### config.mk
export PLATFORM = sky130hd
export DESIGN_NAME = axilite_master
export DESIGN_NICKNAME = d
export VERILOG_FILES = /design/src/rtl/axilite_master.sv
export SDC_FILE = /design/constraint.sdc
export NUM_CORES = 1
export LEC_CHECK = 0
export ABC_AREA = 1
export CORE_ASPECT_RATIO = 0.5
export CORE_MARGIN = 10
export CORE_UTILIZATION = 36
export DETAILED_ROUTE_END_ITERATION = 8
export HOLD_SLACK_MARGIN = 0.06
export PLACE_DENSITY = 0.77
export RECOVER_POWER = 50
export SLEW_MARGIN = 15
export SYNTH_ARGS = -nofsm -noshare
export SYNTH_HDL_FRONTEND = slang
export SYNTH_SLANG_ARGS = --single-unit
### constraint.sdc
create_clock -name aclk -period 1.25 [get_ports aclk]
set_input_delay 0.25 -clock aclk [delete_from_list [all_inputs] [get_ports aclk]]
set_output_delay 0.25 -clock aclk [all_outputs]
set_load 0.02 [all_outputs]
### src/rtl/axilite_master.sv
// AXI4-Lite initiator: turns a valid/ready command/response pair into single
// AXI4-Lite read or write transactions, one outstanding at a time.
module axilite_master #(
    parameter int unsigned ADDR_SIZE   = 32,
    parameter int unsigned DATA_WIDTH  = 32,
    parameter logic [1:0]  RESP_OKAY   = 2'd0,
    parameter logic [1:0]  RESP_SLVERR = 2'd2,
    parameter logic [1:0]  RESP_DECERR = 2'd3
) (
    input  logic                      aclk,
    input  logic                      aresetn,
    // local command side
    input  logic                      cmd_valid,
    output logic                      cmd_ready,
    input  logic                      cmd_write,
    input  logic [ADDR_SIZE-1:0]      cmd_addr,
    input  logic [DATA_WIDTH-1:0]     cmd_wdata,
    input  logic [DATA_WIDTH/8-1:0]   cmd_wstrb,
    // local response side
    output logic                      rsp_valid,
    input  logic                      rsp_ready,
    output logic                      rsp_write,
    output logic [DATA_WIDTH-1:0]     rsp_rdata,
    output logic [1:0]                rsp_resp,
    output logic                      rsp_err,
    // AXI write channels
    output logic [ADDR_SIZE-1:0]      awaddr,
    output logic                      awvalid,
    input  logic                      awready,
    output logic [DATA_WIDTH-1:0]     wdata,
    output logic [DATA_WIDTH/8-1:0]   wstrb,
    output logic                      wvalid,
    input  logic                      wready,
    input  logic [1:0]                bresp,
    input  logic                      bvalid,
    output logic                      bready,
    // AXI read channels
    output logic [ADDR_SIZE-1:0]      araddr,
    output logic                      arvalid,
    input  logic                      arready,
    input  logic [DATA_WIDTH-1:0]     rdata,
    input  logic [1:0]                rresp,
    input  logic                      rvalid,
    output logic                      rready
);

    localparam int unsigned STRB_W = DATA_WIDTH / 8;

    typedef enum logic [2:0] {
        IDLE         = 3'd0,
        WR_ADDR_DATA = 3'd1,
        WR_RESP      = 3'd2,
        RD_ADDR      = 3'd3,
        RD_DATA      = 3'd4,
        RSP          = 3'd5
    } state_t;

    state_t                  state_q, state_d;

    logic                    cmd_ready_q, cmd_ready_d;
    logic [ADDR_SIZE-1:0]    addr_q, addr_d;
    logic [DATA_WIDTH-1:0]   wdata_q, wdata_d;
    logic [STRB_W-1:0]       wstrb_q, wstrb_d;
    logic                    awvalid_q, awvalid_d;
    logic                    wvalid_q, wvalid_d;
    logic                    bready_q, bready_d;
    logic                    arvalid_q, arvalid_d;
    logic                    rready_q, rready_d;
    logic                    rsp_valid_q, rsp_valid_d;
    logic                    rsp_write_q, rsp_write_d;
    logic [DATA_WIDTH-1:0]   rsp_rdata_q, rsp_rdata_d;
    logic [1:0]              rsp_resp_q, rsp_resp_d;
    logic                    rsp_err_q, rsp_err_d;

    // Error flag is precomputed so it is registered in step with rsp_resp.
    function automatic logic is_err(input logic [1:0] resp);
        return (resp == RESP_SLVERR) || (resp == RESP_DECERR);
    endfunction

    // State register and registered outputs
    always_ff @(posedge aclk or negedge aresetn) begin
        if (!aresetn) begin
            state_q     <= IDLE;
            cmd_ready_q <= 1'b0;
            addr_q      <= '0;
            wdata_q     <= '0;
            wstrb_q     <= '0;
            awvalid_q   <= 1'b0;
            wvalid_q    <= 1'b0;
            bready_q    <= 1'b0;
            arvalid_q   <= 1'b0;
            rready_q    <= 1'b0;
            rsp_valid_q <= 1'b0;
            rsp_write_q <= 1'b0;
            rsp_rdata_q <= '0;
            rsp_resp_q  <= RESP_OKAY;
            rsp_err_q   <= 1'b0;
        end else begin
            state_q     <= state_d;
            cmd_ready_q <= cmd_ready_d;
            addr_q      <= addr_d;
            wdata_q     <= wdata_d;
            wstrb_q     <= wstrb_d;
            awvalid_q   <= awvalid_d;
            wvalid_q    <= wvalid_d;
            bready_q    <= bready_d;
            arvalid_q   <= arvalid_d;
            rready_q    <= rready_d;
            rsp_valid_q <= rsp_valid_d;
            rsp_write_q <= rsp_write_d;
            rsp_rdata_q <= rsp_rdata_d;
            rsp_resp_q  <= rsp_resp_d;
            rsp_err_q   <= rsp_err_d;
        end
    end

    // Next-state and next-output logic; everything holds unless changed below
    always_comb begin
        state_d     = state_q;
        cmd_ready_d = cmd_ready_q;
        addr_d      = addr_q;
        wdata_d     = wdata_q;
        wstrb_d     = wstrb_q;
        awvalid_d   = awvalid_q;
        wvalid_d    = wvalid_q;
        bready_d    = bready_q;
        arvalid_d   = arvalid_q;
        rready_d    = rready_q;
        rsp_valid_d = rsp_valid_q;
        rsp_write_d = rsp_write_q;
        rsp_rdata_d = rsp_rdata_q;
        rsp_resp_d  = rsp_resp_q;
        rsp_err_d   = rsp_err_q;

        unique case (state_q)
            IDLE: begin
                cmd_ready_d = 1'b1;
                if (cmd_valid && cmd_ready_q) begin
                    cmd_ready_d = 1'b0;
                    addr_d      = cmd_addr;
                    wdata_d     = cmd_wdata;
                    wstrb_d     = cmd_wstrb;
                    if (cmd_write) begin
                        awvalid_d = 1'b1;
                        wvalid_d  = 1'b1;
                        state_d   = WR_ADDR_DATA;
                    end else begin
                        arvalid_d = 1'b1;
                        state_d   = RD_ADDR;
                    end
                end
            end

            // AW and W retire independently; move on once both have dropped
            WR_ADDR_DATA: begin
                if (awvalid_q && awready) begin
                    awvalid_d = 1'b0;
                end
                if (wvalid_q && wready) begin
                    wvalid_d = 1'b0;
                end
                if (!awvalid_d && !wvalid_d) begin
                    bready_d = 1'b1;
                    state_d  = WR_RESP;
                end
            end

            WR_RESP: begin
                if (bvalid && bready_q) begin
                    bready_d    = 1'b0;
                    rsp_valid_d = 1'b1;
                    rsp_write_d = 1'b1;
                    rsp_rdata_d = '0;
                    rsp_resp_d  = bresp;
                    rsp_err_d   = is_err(bresp);
                    state_d     = RSP;
                end
            end

            RD_ADDR: begin
                if (arvalid_q && arready) begin
                    arvalid_d = 1'b0;
                    rready_d  = 1'b1;
                    state_d   = RD_DATA;
                end
            end

            RD_DATA: begin
                if (rvalid && rready_q) begin
                    rready_d    = 1'b0;
                    rsp_valid_d = 1'b1;
                    rsp_write_d = 1'b0;
                    rsp_rdata_d = rdata;
                    rsp_resp_d  = rresp;
                    rsp_err_d   = is_err(rresp);
                    state_d     = RSP;
                end
            end

            // Response held until consumed; no command accepted in this cycle
            RSP: begin
                if (rsp_valid_q && rsp_ready) begin
                    rsp_valid_d = 1'b0;
                    cmd_ready_d = 1'b1;
                    state_d     = IDLE;
                end
            end

            default: begin
                state_d = IDLE;
            end
        endcase
    end

    assign cmd_ready = cmd_ready_q;
    assign awaddr    = addr_q;
    assign araddr    = addr_q;
    assign wdata     = wdata_q;
    assign wstrb     = wstrb_q;
    assign awvalid   = awvalid_q;
    assign wvalid    = wvalid_q;
    assign bready    = bready_q;
    assign arvalid   = arvalid_q;
    assign rready    = rready_q;
    assign rsp_valid = rsp_valid_q;
    assign rsp_write = rsp_write_q;
    assign rsp_rdata = rsp_rdata_q;
    assign rsp_resp  = rsp_resp_q;
    assign rsp_err   = rsp_err_q;

endmodule

==> results.json <==
{
  "run_status": "complete, but fails checks",
  "violations": "setup timing",
  "grt_pass1_wl_mm": 26.5,
  "wire_per_inst_um": 17.9,
  "syn_area_mm2": 0.00496,
  "cts.path.max_buffers": 2,
  "syn2layout_area_growth_pct": 73.5,
  "clk_latency_ns": 0.40,
  "gp_congestion": 0.873,
  "cp_top_family": "simple AND/OR/NAND/NOR gates",
  "rr_startpoint": "state_q[2]",
  "antenna_cells": 0,
  "path_buf_inv": 3,
  "htree_levels": 4,
  "slew_violations": 0,
  "coreArea_mm2": 0.0135,
  "met3_length_um": 725,
  "rsz0062_at_grt": "true",
  "totalPowerFinal_mw": 24.8,
  "dieArea_mm2": 0.0192,
  "worstHoldStart": "rdata[15]",
  "startpoint_type": "flop",
  "ys_types": 21,
  "drc": 0,
  "drtIter0Drc": 225,
  "setup_viol": 108,
  "io_pins": 257,
  "wl_met1_mm": 7.00,
  "crit_chain": "buf_6 -> nand2_4 -> nor2_4 -> nor2_4 -> nor2_4 -> buf_12 -> inv_16 -> nand2_1 -> nand2_1",
  "grt_pass1_vias": 4864,
  "holdWs_ns": 0.383,
  "hold_path_end": "rsp_rdata[15]",
  "dp.cells": 983,
  "post-route-util_pct": 63.7,
  "critical_path_required_ns": 1.53,
  "syn_area_per_cell_um2": 8.66,
  "worstPathArrival_ns": 1.75,
  "ys_seq_elements": 114,
  "slowest_stage": "dfrtp_2",
  "routed_wl_mm": 18.5,
  "max_freq_ghz": 0.682,
  "max_stage_delay_ns": 0.46,
  "hp-class": "in2reg",
  "nets": 959,
  "drive_gt1_share_pct": 43.8,
  "clk_pin_slew_worst_paths_ns": 0.06,
  "grt_usage_pct": 17.5,
  "rows": 30,
  "cp_common_cell": "nor2_4",
  "timing.final.crit_share_pct": 117,
  "die_y_um": 103,
  "num_vias": 4833,
  "cts_tree": "yes",
  "antenna_left": 0,
  "fin_cells": 1034,
  "slew_headroom_pct": 60.3,
  "seq_area_frac_synth_pct": 57.5,
  "hpwlAfterDp_mm": 13.4,
  "routed.top_layer": "met4",
  "tightest_slew_ns": 0.596,
  "synthesis.nets": 687,
  "cp_max_fo": 18,
  "clock-sinks": 114,
  "hold_depth": 3,
  "drv_cap": 0,
  "antenna_found_initial": 0,
  "yosysWarnings": 0,
  "cts_buffers": 17,
  "port_buffers": 256,
  "hold_violations": 0,
  "post-route-min-period_ns": 1.47,
  "leakagePower_nw": 4.48,
  "initial_core_util_pct": 36.7,
  "crit_type": "reg2reg",
  "netlist_instances": 573,
  "vdd_drop_max_v": 0.00110,
  "fin_worst_skew_ns": 0.00806,
  "end_kind": "flop",
  "avgViaCountPerCell": 4.67,
  "pwr_density_cell_mw_per_mm2": 2890,
  "timing.final.ws_setup_ns": -0.217,
  "dr.pass1.iters": 4,
  "wl_met2_mm": 10.4,
  "r2r_cells": 9,
  "worst_r2r_endpoint": "rsp_rdata[5]",
  "die_w_um": 186,
  "root_buffer": "clkbuf_16",
  "grt_max_degree": 55,
  "gr-total-overflow": 0,
  "rrSetupSlack_ns": -0.22
}
## cells by family after synthesis
| kind of cell | count (synthesis) | share of synthesized area, % |
|---|---|---|
| buf+inv | 78 | 9.84 |
| flops | 114 | 57.5 |
| simple gates | 302 | 24.4 |
| compound gates | 79 | 8.27 |
## per-layer routing
layer | track usage (%) | vias to the layer above
met1 | 20.1 | 2394
met4 | 5.78 | 0
met3 | 3.55 | 24
met2 | 32.3 | 101
li1 | - | 2314
met5 | 0 | -
## how the worst max path moves through the flow
stage	from	to	slack (ns)	cells after the start
after global routing	state_q[2]	araddr[11]	-0.26	7
after detailed placement	rvalid	rsp_rdata[5]	-0.34	8
after CTS	state_q[2]	rsp_rdata[5]	-0.17	8
final	state_q[2]	rsp_rdata[5]	-0.22	9
after global placement	cmd_valid	wdata[2]	-0.31	6
after floorplan	state_q[1]	rsp_rdata[10]	-0.07	9
## cell usage in the layout (no fill, tap or decap), types with 14 or more instances in the layout
cell type,count
nand2_1,184
buf_2,117
clkdlybuf4s50_1,112
dfrtp_1,103
nand2_2,69
buf_4,35
buf_6,30
o21ai_1,29
o21ai_0,29
nand2_4,27
clkbuf_16,22
o21ai_2,14
## through the flow
step | instance area, um2 | setup slack (ns) | TNS, ns
after floorplan | 5000 | -0.0705 | -2.21
after global placement | 7720 | -0.305 | -29.24
after detailed placement | 7720 | -0.343 | -31.73
after CTS | 7800 | -0.175 | -12.44
after global routing | 8600 | -0.260 | -24.59
final | 8600 | -0.217 | -17.34
## Yosys cell counts (all sizes together)
cell      n  share of area (%)
nand2   280                 22
dfrtp   114                 58
o21ai    72                7.3
buf      49                7.6
inv      17                1.3
nor2     14                1.9
clkbuf   12               0.91
nand3     7               0.71
a22oi     3               0.45
a21oi     2               0.20
nand3b    1               0.15
o211ai    1               0.15
o21ba     1               0.20
## registers in the layout, summed over array words and instances, names as in the netlist
signal / cells
arvalid: 1
rsp_write: 1
rsp_valid: 1
rsp_rdata: 32
cmd_ready: 1
rsp_resp: 2
wdata: 32
state_q: 3
bready: 1
rsp_err: 1
wvalid: 1
araddr: 32
wstrb: 4
awvalid: 1
rready: 1
## worst register-to-register path, cell delays in order, from the launching register on
cell,delay [ns]
dfrtp_2,0.46
buf_6,0.14
nand2_4,0.05
nor2_4,0.18
nor2_4,0.07
nor2_4,0.10
buf_12,0.15
inv_16,0.06
nand2_1,0.08
nand2_1,0.06
## timing repair
| action | in CTS | in global routing |
|---|---|---|
| resized for setup | 615 | 214 |
| hold buffers | 1 | 0 |
| gates cloned | 0 | 6 |
| setup buffers | 1 | 11 |
| hold endpoints to repair | 114 | 0 |
| setup endpoints to repair | 253 | 138 |
| pin swaps | 0 | 18 |
## where the power goes
| group | internal [mW] | leakage (nW) | switching (mW) |
|---|---|---|---|
| Clock | 3.78 | 0.310 | 1.73 |
| Sequential | 5.38 | 1.42 | 1.22 |
| Combinational | 5.06 | 2.75 | 7.66 |
## cell type report
type                            instances  area, um2
Fill cell                            1128       4910
Sequential cell                       114       2870
Timing Repair Buffer                  313       2660
Multi-Input combinational cell        381       2090
Clock buffer                           18        439
Clock inverter                         14        235
Tap cell                              176        220
Inverter                               17       82.6
Timing Repair inverter                  1       11.3
Power figures use the tool's default switching activity.
